`src/rtl/roi_pkg.sv`:
```
`default_nettype none
// ============================================================================
// roi_pkg : register map, field positions and shared types for roi_apb_multi
// Revision : 1.0  initial release
// ============================================================================
package roi_pkg;

  localparam int CTRL_OFS   = 'h000;
  localparam int STATUS_OFS = 'h004;
  localparam int XY_BASE    = 'h010;
  localparam int XY_STRIDE  = 8;
  localparam int XY1_OFS    = 4;

  localparam int COMMIT_BIT = 0;
  localparam int EN_LSB     = 8;
  localparam int PEND_BIT   = 0;
  localparam int ERR_BIT    = 1;
  localparam int IRQ_BIT    = 2;
  localparam int X_LSB      = 16;
  localparam int Y_LSB      = 0;
  localparam int COORD_MAX_W = 16;

  typedef struct packed {
    logic [COORD_MAX_W-1:0] x;
    logic [COORD_MAX_W-1:0] y;
  } roi_coord_t;

  typedef struct packed {
    roi_coord_t p0;
    roi_coord_t p1;
    logic       en;
  } roi_rect_t;

  typedef enum logic [1:0] {
    ST_IDLE   = 2'd0,
    ST_WAIT   = 2'd1,
    ST_ACCESS = 2'd2
  } apb_state_t;

  // Pad bits above COORD_W are dropped so shadows never hold stray high bits.
  function automatic roi_coord_t coord_unpack(input logic [31:0] d, input int unsigned w);
    roi_coord_t      c;
    logic [15:0]     m;
    m   = 16'hFFFF >> (16 - w);
    c.x = d[X_LSB +: 16] & m;
    c.y = d[Y_LSB +: 16] & m;
    return c;
  endfunction

endpackage
`default_nettype wire

```
`src/rtl/roi_apb_multi_if.sv`:
```
`default_nettype none
// ============================================================================
// roi_apb_multi_if : APB3 bus bundle with master/slave views
// Revision : 1.0  initial release
// ============================================================================
interface roi_apb_multi_if #(
  parameter int APB_DATA_W = 32,
  parameter int APB_ADDR_W = 12
);
  logic [APB_ADDR_W-1:0] paddr;
  logic                  psel;
  logic                  penable;
  logic                  pwrite;
  logic [APB_DATA_W-1:0] pwdata;
  logic [APB_DATA_W-1:0] prdata;
  logic                  pready;
  logic                  pslverr;

  modport master (
    output paddr, psel, penable, pwrite, pwdata,
    input  prdata, pready, pslverr
  );

  modport slave (
    input  paddr, psel, penable, pwrite, pwdata,
    output prdata, pready, pslverr
  );
endinterface
`default_nettype wire

```
`src/rtl/roi_slot.sv`:
```
`default_nettype none
// ============================================================================
// roi_slot : one region - shadow rectangle, active copy and corner validation
// Revision : 1.0  initial release
// ============================================================================
module roi_slot
  import roi_pkg::*;
#(
  parameter int COORD_W = 10
) (
  input  logic               clk_i,
  input  logic               arst_i,
  input  logic               wr_xy0_i,
  input  logic               wr_xy1_i,
  input  logic               wr_en_i,
  input  logic               en_wdata_i,
  input  roi_coord_t         coord_i,
  input  logic               apply_i,
  output roi_rect_t          shadow_o,
  output logic               invalid_o,
  output logic               act_en_o,
  output logic [COORD_W-1:0] act_x0_o,
  output logic [COORD_W-1:0] act_y0_o,
  output logic [COORD_W-1:0] act_x1_o,
  output logic [COORD_W-1:0] act_y1_o
);

  roi_rect_t          r_shadow;
  logic               r_act_en;
  logic [COORD_W-1:0] r_act_x0, r_act_y0, r_act_x1, r_act_y1;

  assign invalid_o = (r_shadow.p0.x > r_shadow.p1.x) || (r_shadow.p0.y > r_shadow.p1.y);

  always_ff @(posedge clk_i or posedge arst_i) begin
    if (arst_i) begin
      r_shadow <= '0;
    end else begin
      if (wr_xy0_i) r_shadow.p0 <= coord_i;
      if (wr_xy1_i) r_shadow.p1 <= coord_i;
      if (wr_en_i)  r_shadow.en <= en_wdata_i;
    end
  end

  // Inverted corners are still copied so software can read what was applied.
  always_ff @(posedge clk_i or posedge arst_i) begin
    if (arst_i) begin
      r_act_en <= 1'b0;
      r_act_x0 <= '0;
      r_act_y0 <= '0;
      r_act_x1 <= '0;
      r_act_y1 <= '0;
    end else if (apply_i) begin
      r_act_en <= r_shadow.en & ~invalid_o;
      r_act_x0 <= r_shadow.p0.x[COORD_W-1:0];
      r_act_y0 <= r_shadow.p0.y[COORD_W-1:0];
      r_act_x1 <= r_shadow.p1.x[COORD_W-1:0];
      r_act_y1 <= r_shadow.p1.y[COORD_W-1:0];
    end
  end

  assign shadow_o = r_shadow;
  assign act_en_o = r_act_en;
  assign act_x0_o = r_act_x0;
  assign act_y0_o = r_act_y0;
  assign act_x1_o = r_act_x1;
  assign act_y1_o = r_act_y1;

endmodule
`default_nettype wire

```
`src/rtl/roi_apb_multi.sv`:
```
`default_nettype none
// ============================================================================
// roi_apb_multi : APB slave with ROI_NUM regions, frame-synchronous commit
//                 Optional ROI_IRQ_EN adds irq_o and STATUS bit2.
// Revision : 1.0  initial release
// ============================================================================
module roi_apb_multi
  import roi_pkg::*;
#(
  parameter int APB_DATA_W = 32,
  parameter int APB_ADDR_W = 12,
  parameter int ROI_NUM    = 4,
  parameter int COORD_W    = 10,
  parameter int WAIT_ST    = 0
) (
  input  logic                       clk_i,
  input  logic                       arst_i,
  roi_apb_multi_if.slave             apb,
  input  logic                       frame_start_i,
  output logic [ROI_NUM-1:0]         roi_en_o,
  output logic [ROI_NUM*COORD_W-1:0] roi_x0_o,
  output logic [ROI_NUM*COORD_W-1:0] roi_y0_o,
  output logic [ROI_NUM*COORD_W-1:0] roi_x1_o,
  output logic [ROI_NUM*COORD_W-1:0] roi_y1_o,
  output logic                       commit_done_o
`ifdef ROI_IRQ_EN
  ,
  output logic                       irq_o
`endif
);

  localparam int C_WORD_W = APB_ADDR_W - 2;

  apb_state_t            r_state;
  logic [2:0]            r_wait_cnt;
  logic                  r_pending;
  logic                  r_err;
  logic                  r_commit_done;
  logic                  w_irq_rd;

  logic [C_WORD_W-1:0]   w_word;
  logic                  w_is_ctrl, w_is_stat, w_is_xy, w_mapped;
  logic [ROI_NUM-1:0]    w_hit0, w_hit1, w_invalid;
  logic                  w_pready, w_err, w_wr_ok, w_apply;
  roi_coord_t            w_coord;
  roi_rect_t             w_shadow [ROI_NUM];
  logic [APB_DATA_W-1:0] w_rdata;

  assign w_word    = apb.paddr[APB_ADDR_W-1:2];
  assign w_is_ctrl = (w_word == C_WORD_W'(CTRL_OFS / 4));
  assign w_is_stat = (w_word == C_WORD_W'(STATUS_OFS / 4));
  assign w_is_xy   = |{w_hit0, w_hit1};
  assign w_mapped  = w_is_ctrl | w_is_stat | w_is_xy;
  assign w_coord   = coord_unpack(apb.pwdata, COORD_W);

  // ------------------------------------------------------------------ APB FSM
  always_ff @(posedge clk_i or posedge arst_i) begin
    if (arst_i) begin
      r_state    <= ST_IDLE;
      r_wait_cnt <= 3'd0;
    end else if (apb.psel && !apb.penable) begin
      r_wait_cnt <= 3'(WAIT_ST);
      r_state    <= (WAIT_ST == 0) ? ST_ACCESS : ST_WAIT;
    end else if (!apb.psel) begin
      r_state    <= ST_IDLE;
      r_wait_cnt <= 3'd0;
    end else begin
      case (r_state)
        ST_WAIT: begin
          if (r_wait_cnt <= 3'd1) begin
            r_wait_cnt <= 3'd0;
            r_state    <= ST_ACCESS;
          end else begin
            r_wait_cnt <= r_wait_cnt - 3'd1;
          end
        end
        default: r_state <= ST_IDLE;
      endcase
    end
  end

  assign w_pready = (r_state == ST_ACCESS) && apb.psel && apb.penable;

  // Writes are refused while a commit is outstanding so the snapshot stays coherent.
  assign w_err   = !w_mapped
                 || (apb.pwrite && w_is_stat && apb.pwdata[PEND_BIT])
                 || (apb.pwrite && r_pending && (w_is_ctrl || w_is_xy));
  assign w_wr_ok = w_pready && apb.pwrite && !w_err;
  assign w_apply = frame_start_i && r_pending;

  // ------------------------------------------------------------------ slots
  for (genvar i = 0; i < ROI_NUM; i++) begin : g_slot
    assign w_hit0[i] = (w_word == C_WORD_W'((XY_BASE + i * XY_STRIDE) / 4));
    assign w_hit1[i] = (w_word == C_WORD_W'((XY_BASE + i * XY_STRIDE + XY1_OFS) / 4));

    roi_slot #(.COORD_W(COORD_W)) u_slot (
      .clk_i      (clk_i),
      .arst_i     (arst_i),
      .wr_xy0_i   (w_wr_ok && w_hit0[i]),
      .wr_xy1_i   (w_wr_ok && w_hit1[i]),
      .wr_en_i    (w_wr_ok && w_is_ctrl),
      .en_wdata_i (apb.pwdata[EN_LSB + i]),
      .coord_i    (w_coord),
      .apply_i    (w_apply),
      .shadow_o   (w_shadow[i]),
      .invalid_o  (w_invalid[i]),
      .act_en_o   (roi_en_o[i]),
      .act_x0_o   (roi_x0_o[i*COORD_W +: COORD_W]),
      .act_y0_o   (roi_y0_o[i*COORD_W +: COORD_W]),
      .act_x1_o   (roi_x1_o[i*COORD_W +: COORD_W]),
      .act_y1_o   (roi_y1_o[i*COORD_W +: COORD_W])
    );
  end

  // ------------------------------------------------------------------ CTRL/STATUS
  always_ff @(posedge clk_i or posedge arst_i) begin
    if (arst_i) begin
      r_pending     <= 1'b0;
      r_err         <= 1'b0;
      r_commit_done <= 1'b0;
    end else begin
      r_commit_done <= w_apply;
      if (w_apply)
        r_pending <= 1'b0;
      else if (w_wr_ok && w_is_ctrl && apb.pwdata[COMMIT_BIT])
        r_pending <= 1'b1;
      if (w_apply && (|w_invalid))
        r_err <= 1'b1;
      else if (w_wr_ok && w_is_stat && apb.pwdata[ERR_BIT])
        r_err <= 1'b0;
    end
  end

`ifdef ROI_IRQ_EN
  logic r_irq;
  logic r_err_d;

  always_ff @(posedge clk_i or posedge arst_i) begin
    if (arst_i) begin
      r_irq   <= 1'b0;
      r_err_d <= 1'b0;
    end else begin
      r_err_d <= r_err;
      if (r_commit_done || (r_err && !r_err_d))
        r_irq <= 1'b1;
      else if (w_wr_ok && w_is_stat && apb.pwdata[IRQ_BIT])
        r_irq <= 1'b0;
    end
  end

  assign w_irq_rd = r_irq;
  assign irq_o    = r_irq;
`else
  assign w_irq_rd = 1'b0;
`endif

  // ------------------------------------------------------------------ read mux
  always_comb begin
    w_rdata = '0;
    if (w_is_ctrl) begin
      w_rdata[COMMIT_BIT] = r_pending;
      for (int i = 0; i < ROI_NUM; i++)
        w_rdata[EN_LSB + i] = w_shadow[i].en;
    end else if (w_is_stat) begin
      w_rdata[PEND_BIT] = r_pending;
      w_rdata[ERR_BIT]  = r_err;
      w_rdata[IRQ_BIT]  = w_irq_rd;
    end else begin
      for (int i = 0; i < ROI_NUM; i++) begin
        if (w_hit0[i]) w_rdata = {w_shadow[i].p0.x, w_shadow[i].p0.y};
        if (w_hit1[i]) w_rdata = {w_shadow[i].p1.x, w_shadow[i].p1.y};
      end
    end
  end

  assign apb.pready    = w_pready;
  assign apb.pslverr   = w_pready && w_err;
  assign apb.prdata    = (w_pready && !apb.pwrite) ? w_rdata : '0;
  assign commit_done_o = r_commit_done;

endmodule
`default_nettype wire

```
`src/flat_wrapper.sv`:
```
// flat-port wrapper written by rule: the top's interface ports become plain ports
module roi_apb_multi_flat import roi_pkg::*;
#(
  parameter int APB_DATA_W = 32,
  parameter int APB_ADDR_W = 12,
  parameter int ROI_NUM    = 4,
  parameter int COORD_W    = 10,
  parameter int WAIT_ST    = 0
)
  (clk_i, arst_i, frame_start_i, roi_en_o, roi_x0_o, roi_y0_o, roi_x1_o, roi_y1_o, commit_done_o, apb_paddr, apb_psel, apb_penable, apb_pwrite, apb_pwdata, apb_prdata, apb_pready, apb_pslverr);
  roi_apb_multi_if #(.APB_DATA_W(APB_DATA_W), .APB_ADDR_W(APB_ADDR_W)) apb_i ();
  input  logic clk_i;
  input  logic arst_i;
  input  logic frame_start_i;
  output logic [ROI_NUM-1:0] roi_en_o;
  output logic [ROI_NUM*COORD_W-1:0] roi_x0_o;
  output logic [ROI_NUM*COORD_W-1:0] roi_y0_o;
  output logic [ROI_NUM*COORD_W-1:0] roi_x1_o;
  output logic [ROI_NUM*COORD_W-1:0] roi_y1_o;
  output logic commit_done_o;
  input wire logic [$bits(apb_i.paddr)-1:0] apb_paddr;
  input wire logic [$bits(apb_i.psel)-1:0] apb_psel;
  input wire logic [$bits(apb_i.penable)-1:0] apb_penable;
  input wire logic [$bits(apb_i.pwrite)-1:0] apb_pwrite;
  input wire logic [$bits(apb_i.pwdata)-1:0] apb_pwdata;
  output wire logic [$bits(apb_i.prdata)-1:0] apb_prdata;
  output wire logic [$bits(apb_i.pready)-1:0] apb_pready;
  output wire logic [$bits(apb_i.pslverr)-1:0] apb_pslverr;
  assign apb_i.paddr = apb_paddr;
  assign apb_i.psel = apb_psel;
  assign apb_i.penable = apb_penable;
  assign apb_i.pwrite = apb_pwrite;
  assign apb_i.pwdata = apb_pwdata;
  assign apb_prdata = apb_i.prdata;
  assign apb_pready = apb_i.pready;
  assign apb_pslverr = apb_i.pslverr;
  roi_apb_multi #(.APB_DATA_W(APB_DATA_W), .APB_ADDR_W(APB_ADDR_W), .ROI_NUM(ROI_NUM), .COORD_W(COORD_W), .WAIT_ST(WAIT_ST)) u_core (.clk_i(clk_i), .arst_i(arst_i), .apb(apb_i), .frame_start_i(frame_start_i), .roi_en_o(roi_en_o), .roi_x0_o(roi_x0_o), .roi_y0_o(roi_y0_o), .roi_x1_o(roi_x1_o), .roi_y1_o(roi_y1_o), .commit_done_o(commit_done_o));
endmodule
```
`config.mk`:
```
export PLATFORM = sky130hd
export DESIGN_NAME = roi_apb_multi_flat
export DESIGN_NICKNAME = d
export VERILOG_FILES = /design/src/rtl/roi_pkg.sv /design/src/rtl/roi_apb_multi_if.sv /design/src/rtl/roi_slot.sv /design/src/rtl/roi_apb_multi.sv /design/src/flat_wrapper.sv
export SDC_FILE = /design/constraint.sdc
export NUM_CORES = 1
export LEC_CHECK = 0
export CORE_ASPECT_RATIO = 0.9
export CORE_UTILIZATION = 45
export DETAILED_ROUTE_END_ITERATION = 10
export HOLD_SLACK_MARGIN = 0.1
export PLACE_DENSITY = 0.69
export SYNTH_ARGS = -nofsm -noshare
export SYNTH_HDL_FRONTEND = slang
export SYNTH_SLANG_ARGS = --single-unit
export TNS_END_PERCENT = 20
```
`constraint.sdc`:
```
create_clock -name clk_i -period 21.6 [get_ports clk_i]
set_input_delay 4.32 -clock clk_i [delete_from_list [all_inputs] [get_ports clk_i]]
set_output_delay 4.32 -clock clk_i [all_outputs]
set_load 0.05 [all_outputs]
```
==> results.ini, run 1 <==
[cells_and_area]
antenna_cells=0
fin_area_mm2=0.0197
syn_to_final_growth_pct=23.3
finalCoreUtilization_pct=56.2
drive_gt1_share_pct=11.3
nNetsFinal=1931

[routing]
drt-initial-drc-count=1049
drc=0
routed-wl-met2_um=23600
first_pass_iters=5
wl_met1_um=21200
drt-wirelength-per-cell_um=21.5
drt-vias-per-instance=5.55
drtAntennaViolNets=0
dr_wl_met3_um=3150
wirelength_um=49500
vias=12700
top_layer=met4

[die]
die_w_um=201
initial_core_util_pct=45.6
core_area_mm2=0.0351
ios=249
dieArea_mm2=0.0363
chipHeight_um=181
rows=65

[worst_setup_path]
crit_required_ns=17.28
cp_cell_sequence=clkdlybuf4s50_1 -> nor4_2 -> nor3b_1 -> nand2_1 -> nor2_1 -> a22oi_1 -> o32ai_1 -> clkdlybuf4s50_1
critPathMaxStageDelay_ns=1.10
critPathMaxFanout=18
crit_path_frequent_cell=clkdlybuf4s50_1
start_kind=input port
end_kind=primary output
cp.arrival_ns=9.34
slowest_stage=nor2_1
path_class=input port to primary output

[cts]
cts_resized=0
htree_levels=2
clock_path_buffers=3
clkTransAtPathRegs_ns=0.05
clkLatencyLatePin_ns=0.53
clockRootBuffer=clkbuf_16
cts_buffers=36
cts_setup_buffers=0
cts.sinks=332
cts_tree=yes
cts_hold_buf=0

[place]
dp_hpwl_um=35000
place_congestion=0.931
io_buffer_count=226
place_area_mm2=0.0186

[sta]
setup-violations-final=0
fin_crit_sh_pct=63.3
fin_hold_ws_ns=0.470
rsz0062_at_grt=no
finalHoldViolCount=0
post-route-min-period_ns=13.66
tightestPinTransition_ns=1.21
drv_slew=0
setup_tns_ns=0
fmax_mhz=73.2
fin_skew_ns=0.0114
slew_headroom_pct=18.7

[synthesis]
synthArstFlopShare_pct=100
yosysTopAreaCellShare_pct=52.0
ys_warn_count=0
ys_seq_area_share_pct=52.0
synth-main-ff-cell=dfrtp_1
synth-seq-cells=332
avgSynthCellArea_um2=9.91
ys_types=50
synth_top_cell_by_area=dfrtp_1
syn_inst=1612
synth_area_mm2=0.0160
synth_area_leaders=dfrtp_1 (52%), nand2_1 (8.6%), mux2_2 (8.2%)
synth_edf_count=0

[grt]
grt_pass1_wl_um=75900
track_usage_pct=27.3
grt_pass1_vias=12800
grt_max_degree=136
overflow=0
antenna_found_initial=0

[power]
p_per_area_mw_per_mm2=64.8
ir_drop_v=0.0000521
p_leak_uw=0.00943

[min_path]
min_path_type=flop to flop

[run]
drv_cap=0

[status]
outcome=complete, no violations

[per-stage QoR]
step	std cells	worst slack [ns]	power [uW]
2_1_floorplan	1621	8.08	661
3_3_place_gp	2232	8.09	685
3_5_place_dp	2232	8.03	685
4_1_cts	2296	7.97	1290
5_1_grt	2296	7.62	1310
6_report	2296	7.94	1280
[report_power, final]
part	internal [uW]	switching (uW)	total (uW)	leakage, uW
Sequential	622	0.0295	622	0.00455
Clock	349	255	603	0.000570
Combinational	11.3	40.3	51.6	0.00432
[layer usage]
metal | vias to the layer above | track usage, %
li1 | 5856 | -
met1 | 6340 | 37.4
met2 | 448 | 44.7
met3 | 94 | 4.06
met4 | 0 | 8.64
met5 | - | 0
[synth_stat cells (3+ instances only)]
cell      count
a31oi_1       4
nor2b_1       6
dfrtp_1     332
clkbuf_1     62
o22ai_1      20
ha_1         80
and3_1        5
nand3_1      18
a211oi_1     32
mux2_1       30
nor3_1       12
o41ai_1       4
mux2i_1      22
nand4_1      17
mux2_2      117
a21o_1       22
o31ai_1       3
nor2_1       73
a21oi_1      95
inv_1        93
buf_4        20
buf_2        10
nand2_1     365
buf_1         9
o21ai_0     125
[sequential cells by signal (all words and copies together), names as in the netlist]
register / cells
u_core.g_slot.u_slot.act_y1_o: 40
u_core.g_slot.u_slot.act_x1_o: 40
u_core.g_slot.u_slot.shadow_o: 164
u_core.g_slot.u_slot.act_x0_o: 40
u_core.r_state: 1
u_core.commit_done_o: 1
u_core.g_slot.u_slot.act_y0_o: 40
u_core.r_err: 1
u_core.g_slot.u_slot.act_en_o: 4
u_core.r_pending: 1
[cells by family after synthesis]
group                      count (synthesis)  synth area share (%)
muxes                                    170                  11.9
buffers and inverters                    195                  5.13
other                                      1                0.0235
AOI/OAI and AO/OA                        324                  11.7
adders and majority gates                 80                  6.26
DFF                                      332                  52.0
and+or+nand+nor                          510                  13.0
[layout make-up]
cell class / instances / area (um^2)
multi-input cells: 1094 / 6920
inverters: 94 / 360
fillers: 3122 / 15400
clock inverters: 15 / 120
clock buffers: 49 / 1030
repair buffers: 243 / 2380
well taps: 469 / 587
flip-flops and latches: 332 / 8310
[final timing paths]
check	from	end	slack (ns)	cells past startpoint
min in group asynchronous	arst_i	u_core.g_slot[2].u_slot.act_x1_o[4]$_DFFE_PP0P_	4.34	2
worst max register to register	u_core.r_state[1]$_DFF_PP0_	u_core.g_slot[1].u_slot.shadow_o[20]$_DFFE_PP0P_	18.93	7
worst min-delay path	u_core.g_slot[0].u_slot.act_x0_o[9]$_DFFE_PP0P_	u_core.g_slot[0].u_slot.act_x0_o[9]$_DFFE_PP0P_	0.47	2
worst max-delay path	apb_paddr[7]	apb_prdata[8]	7.94	8
worst min register to register	u_core.g_slot[0].u_slot.act_x0_o[9]$_DFFE_PP0P_	u_core.g_slot[0].u_slot.act_x0_o[9]$_DFFE_PP0P_	0.47	2
max in group asynchronous	arst_i	u_core.g_slot[2].u_slot.act_x0_o[0]$_DFFE_PP0P_	14.89	4
[cells in the final DEF (no fill, tap or decap), types with 8 or more instances in the layout]
| master | count |
|---|---|
| mux2i_1 | 22 |
| nor3_1 | 11 |
| conb_1 | 10 |
| clkbuf_16 | 37 |
| clkdlybuf4s50_1 | 224 |
| o22ai_1 | 20 |
| o21ai_0 | 125 |
| clkinv_2 | 8 |
| nor2_1 | 73 |
| mux2_1 | 30 |
| inv_1 | 91 |
| a21o_1 | 22 |
| a211oi_1 | 32 |
| mux2_2 | 117 |
| ha_1 | 80 |
| dfrtp_1 | 332 |
| buf_4 | 17 |
| a21oi_1 | 95 |
| nand4_1 | 17 |
| nand2_1 | 364 |
| nand3_1 | 18 |
[worst max-delay path, delay by kind of cell]
family	cells	cell delay, ns
buf+inv	2	1.33
simple gates	4	2.90
compound gates	2	0.77
Note: power is estimated with default switching activity, not from simulation.
==> run 2: changes to the inputs <==
PLACE_DENSITY = 0.71   (was 0.69)
clock period = 12.05 ns   (was 21.6 ns; I/O delays follow)
==> run 2 against run 1 <==
Net effect:
- routed wire length up 0.58%
- via count up 1.1%
- sequential power up 80%
- total power up 87%
- largest power group is now the clock network
==> results.ini, run 2 (synthesized netlist as in run 1, its figures left out) <==
[worst_setup_path]
critPathMaxFanout=18  ; unchanged
critPathMaxStageDelay_ns=0.93  ; was 1.10 ns
worst-path-buf-inv=3  ; was 2
start_kind=input port  ; unchanged
critPathTopFamily=simple AND/OR/NAND/NOR gates  ; unchanged
ff2ff_path_depth=7  ; unchanged
cp.arrival_ns=6.81  ; was 9.34 ns
crit_path_frequent_cell=clkdlybuf4s50_1  ; unchanged
slowest_stage=clkdlybuf4s50_1  ; was nor2_1
end_kind=primary output  ; unchanged
cp_cell_sequence=clkdlybuf4s50_1 -> nor4_2 -> nor3b_1 -> nand2_1 -> nor2_1 -> buf_4 -> a22oi_1 -> o32ai_1 -> clkdlybuf4s50_1  ; was clkdlybuf4s50_1 -> nor4_2 -> nor3b_1 -> nand2_1 -> nor2_1 -> a22oi_1 -> o32ai_1 -> clkdlybuf4s50_1
crit_required_ns=9.64  ; was 17.28 ns
cp.depth=9  ; was 8
path_class=input port to primary output  ; unchanged

[sta]
setup-violations-final=0  ; unchanged
fmax_mhz=108
rsz0062_at_grt=no  ; unchanged
fin_crit_sh_pct=76.6
post-route-min-period_ns=9.22
slew_headroom_pct=27.0  ; was 18.7%
setup_tns_ns=0  ; unchanged
drv_slew=0  ; unchanged
finalHoldViolCount=0  ; unchanged
fin_hold_ws_ns=0.473  ; was 0.470 ns
fin_skew_ns=0.0174  ; was 0.0114 ns
tightestPinTransition_ns=1.10  ; was 1.21 ns

[cts]
clkTransAtPathRegs_ns=0.06  ; was 0.05 ns
cts_hold_buf=0  ; unchanged
cts.sinks=332  ; unchanged
cts_tree=yes  ; unchanged
cts_resized=0  ; unchanged
cts_setup_buffers=0  ; unchanged
cts_buffers=37  ; was 36
clockRootBuffer=clkbuf_16  ; unchanged
htree_levels=2  ; unchanged
clkLatencyLatePin_ns=0.53  ; about the same
clock_path_buffers=3  ; unchanged

[min_path]
hold_depth=2  ; unchanged
min_path_type=flop to flop  ; unchanged

[cells_and_area]
drive_gt1_share_pct=11.2  ; was 11.3%
seqCellArea_mm2=0.00831  ; unchanged
largest_reg_flops=164  ; unchanged
multiInputGateArea_mm2=0.00692  ; unchanged
nNetsFinal=1933  ; was 1931
layout_commonest_cell=nand2_1  ; unchanged
final_cell_mix=nand2_1 (364), dfrtp_1 (332), clkdlybuf4s50_1 (224), o21ai_0 (125), mux2_2 (117)  ; unchanged
syn_to_final_growth_pct=24.1  ; was 23.3%
fillers=3106  ; was 3122

[routing]
drc=0  ; unchanged
first_pass_iters=5  ; unchanged
wirelength_um=49800  ; was 49500 um
drt-initial-drc-count=1086  ; was 1049
drt-vias-per-instance=5.59  ; was 5.55
vias=12900  ; was 12.7k
drt-wirelength-per-cell_um=21.6  ; was 21.5 um
drtAntennaViolNets=0  ; unchanged

[place]
io_buffer_count=226  ; unchanged
place_congestion=0.944  ; was 0.931
dp_hpwl_um=35200  ; was 35000 um

[grt]
antenna_found_initial=4  ; was 0
grt_max_degree=128  ; was 136
grt_pass1_wl_um=76700  ; was 75900 um
track_usage_pct=27.7  ; was 27.3%
overflow=0  ; unchanged
grt_pass1_vias=12800  ; about the same

[die]
initial_core_util_pct=45.6  ; unchanged
chipHeight_um=181  ; unchanged
dieArea_mm2=0.0363  ; unchanged
rows=65  ; unchanged
ios=249  ; unchanged
die_w_um=201  ; unchanged
core_area_mm2=0.0351  ; unchanged

[run]
drv_cap=0  ; unchanged

[power]
ir_drop_v=0.0000951  ; was 0.0000521 V
p_leak_uw=0.00949  ; was 0.00943 uW
p_per_area_mw_per_mm2=120  ; was 64.8 mW/mm^2

[status]
outcome=complete, no violations  ; unchanged

## run 2: cell type report
cell class                 count  share of cell area (%)
antenna                        3                  0.0378
clock buffer                  58                    5.68
clock inverter                10                   0.719
inverter                      94                    1.82
multi-input combinational   1094                    34.9
sequential                   332                    41.9
tap                          469                    2.96
timing repair buffer         244                    12.0
## run 2: metal layers
layer / vias up / global-route usage (%) / wire length, um
met5: - / 0 / 0
met4: 0 / 10.9 / 2040
met3: 100 / 4.89 / 3390
met2: 509 / 45.1 / 23600
met1: 6408 / 37.0 / 20800
li1: 5863 / - / -
## run 2: per-stage QoR
stage | area, um^2 | total power, uW | utilization (%) | cells | setup WS (ns)
floorplan | 16000 | 1190 | - | 1621 | 0.444
global placement | 18600 | 1230 | 52.9 | 2233 | 3.09
detailed placement | 18600 | 1230 | 52.9 | 2233 | 3.03
CTS | 19800 | 2400 | 56.6 | 2301 | 3.00
global route | 19800 | 2450 | 56.6 | 2302 | 2.70
finish | 19800 | 2380 | 56.6 | 2304 | 2.83
## run 2: power by group
| group | leakage [uW] | total, uW | internal [uW] | switching (uW) |
|---|---|---|---|---|
| combinational | 0.00432 | 92.4 | 20.2 | 72.2 |
| sequential | 0.00455 | 1120 | 1120 | 0.0513 |
| clock | 0.000619 | 1180 | 711 | 465 |
## run 2: worst register-to-register path, delay by kind of cell (launching register included)
kind	cells	cell delay [ns]
AO/OA/AOI/OAI	4	1.35
flip-flops	1	0.46
AND/OR/NAND/NOR	2	0.45
adder cells (fa/ha/maj)	1	0.32
## run 2: path summary, 6_finish.rpt
path                                                             startpoint                                              end  slack (ns)
setup / recovery                                               apb_paddr[7]                                    apb_prdata[8]        2.83
hold reg to reg             u_core.g_slot[0].u_slot.act_y0_o[2]$_DFFE_PP0P_  u_core.g_slot[0].u_slot.act_y0_o[2]$_DFFE_PP0P_        0.47
max in group asynchronous                                            arst_i  u_core.g_slot[0].u_slot.shadow_o[9]$_DFFE_PP0P_        8.05
min in group asynchronous                                            arst_i  u_core.g_slot[2].u_slot.act_x1_o[5]$_DFFE_PP0P_        2.47
hold / removal              u_core.g_slot[0].u_slot.act_y0_o[2]$_DFFE_PP0P_  u_core.g_slot[0].u_slot.act_y0_o[2]$_DFFE_PP0P_        0.47
setup reg to reg           u_core.g_slot[1].u_slot.shadow_o[56]$_DFFE_PP0P_                         u_core.r_err$_DFFE_PP0P_        9.33
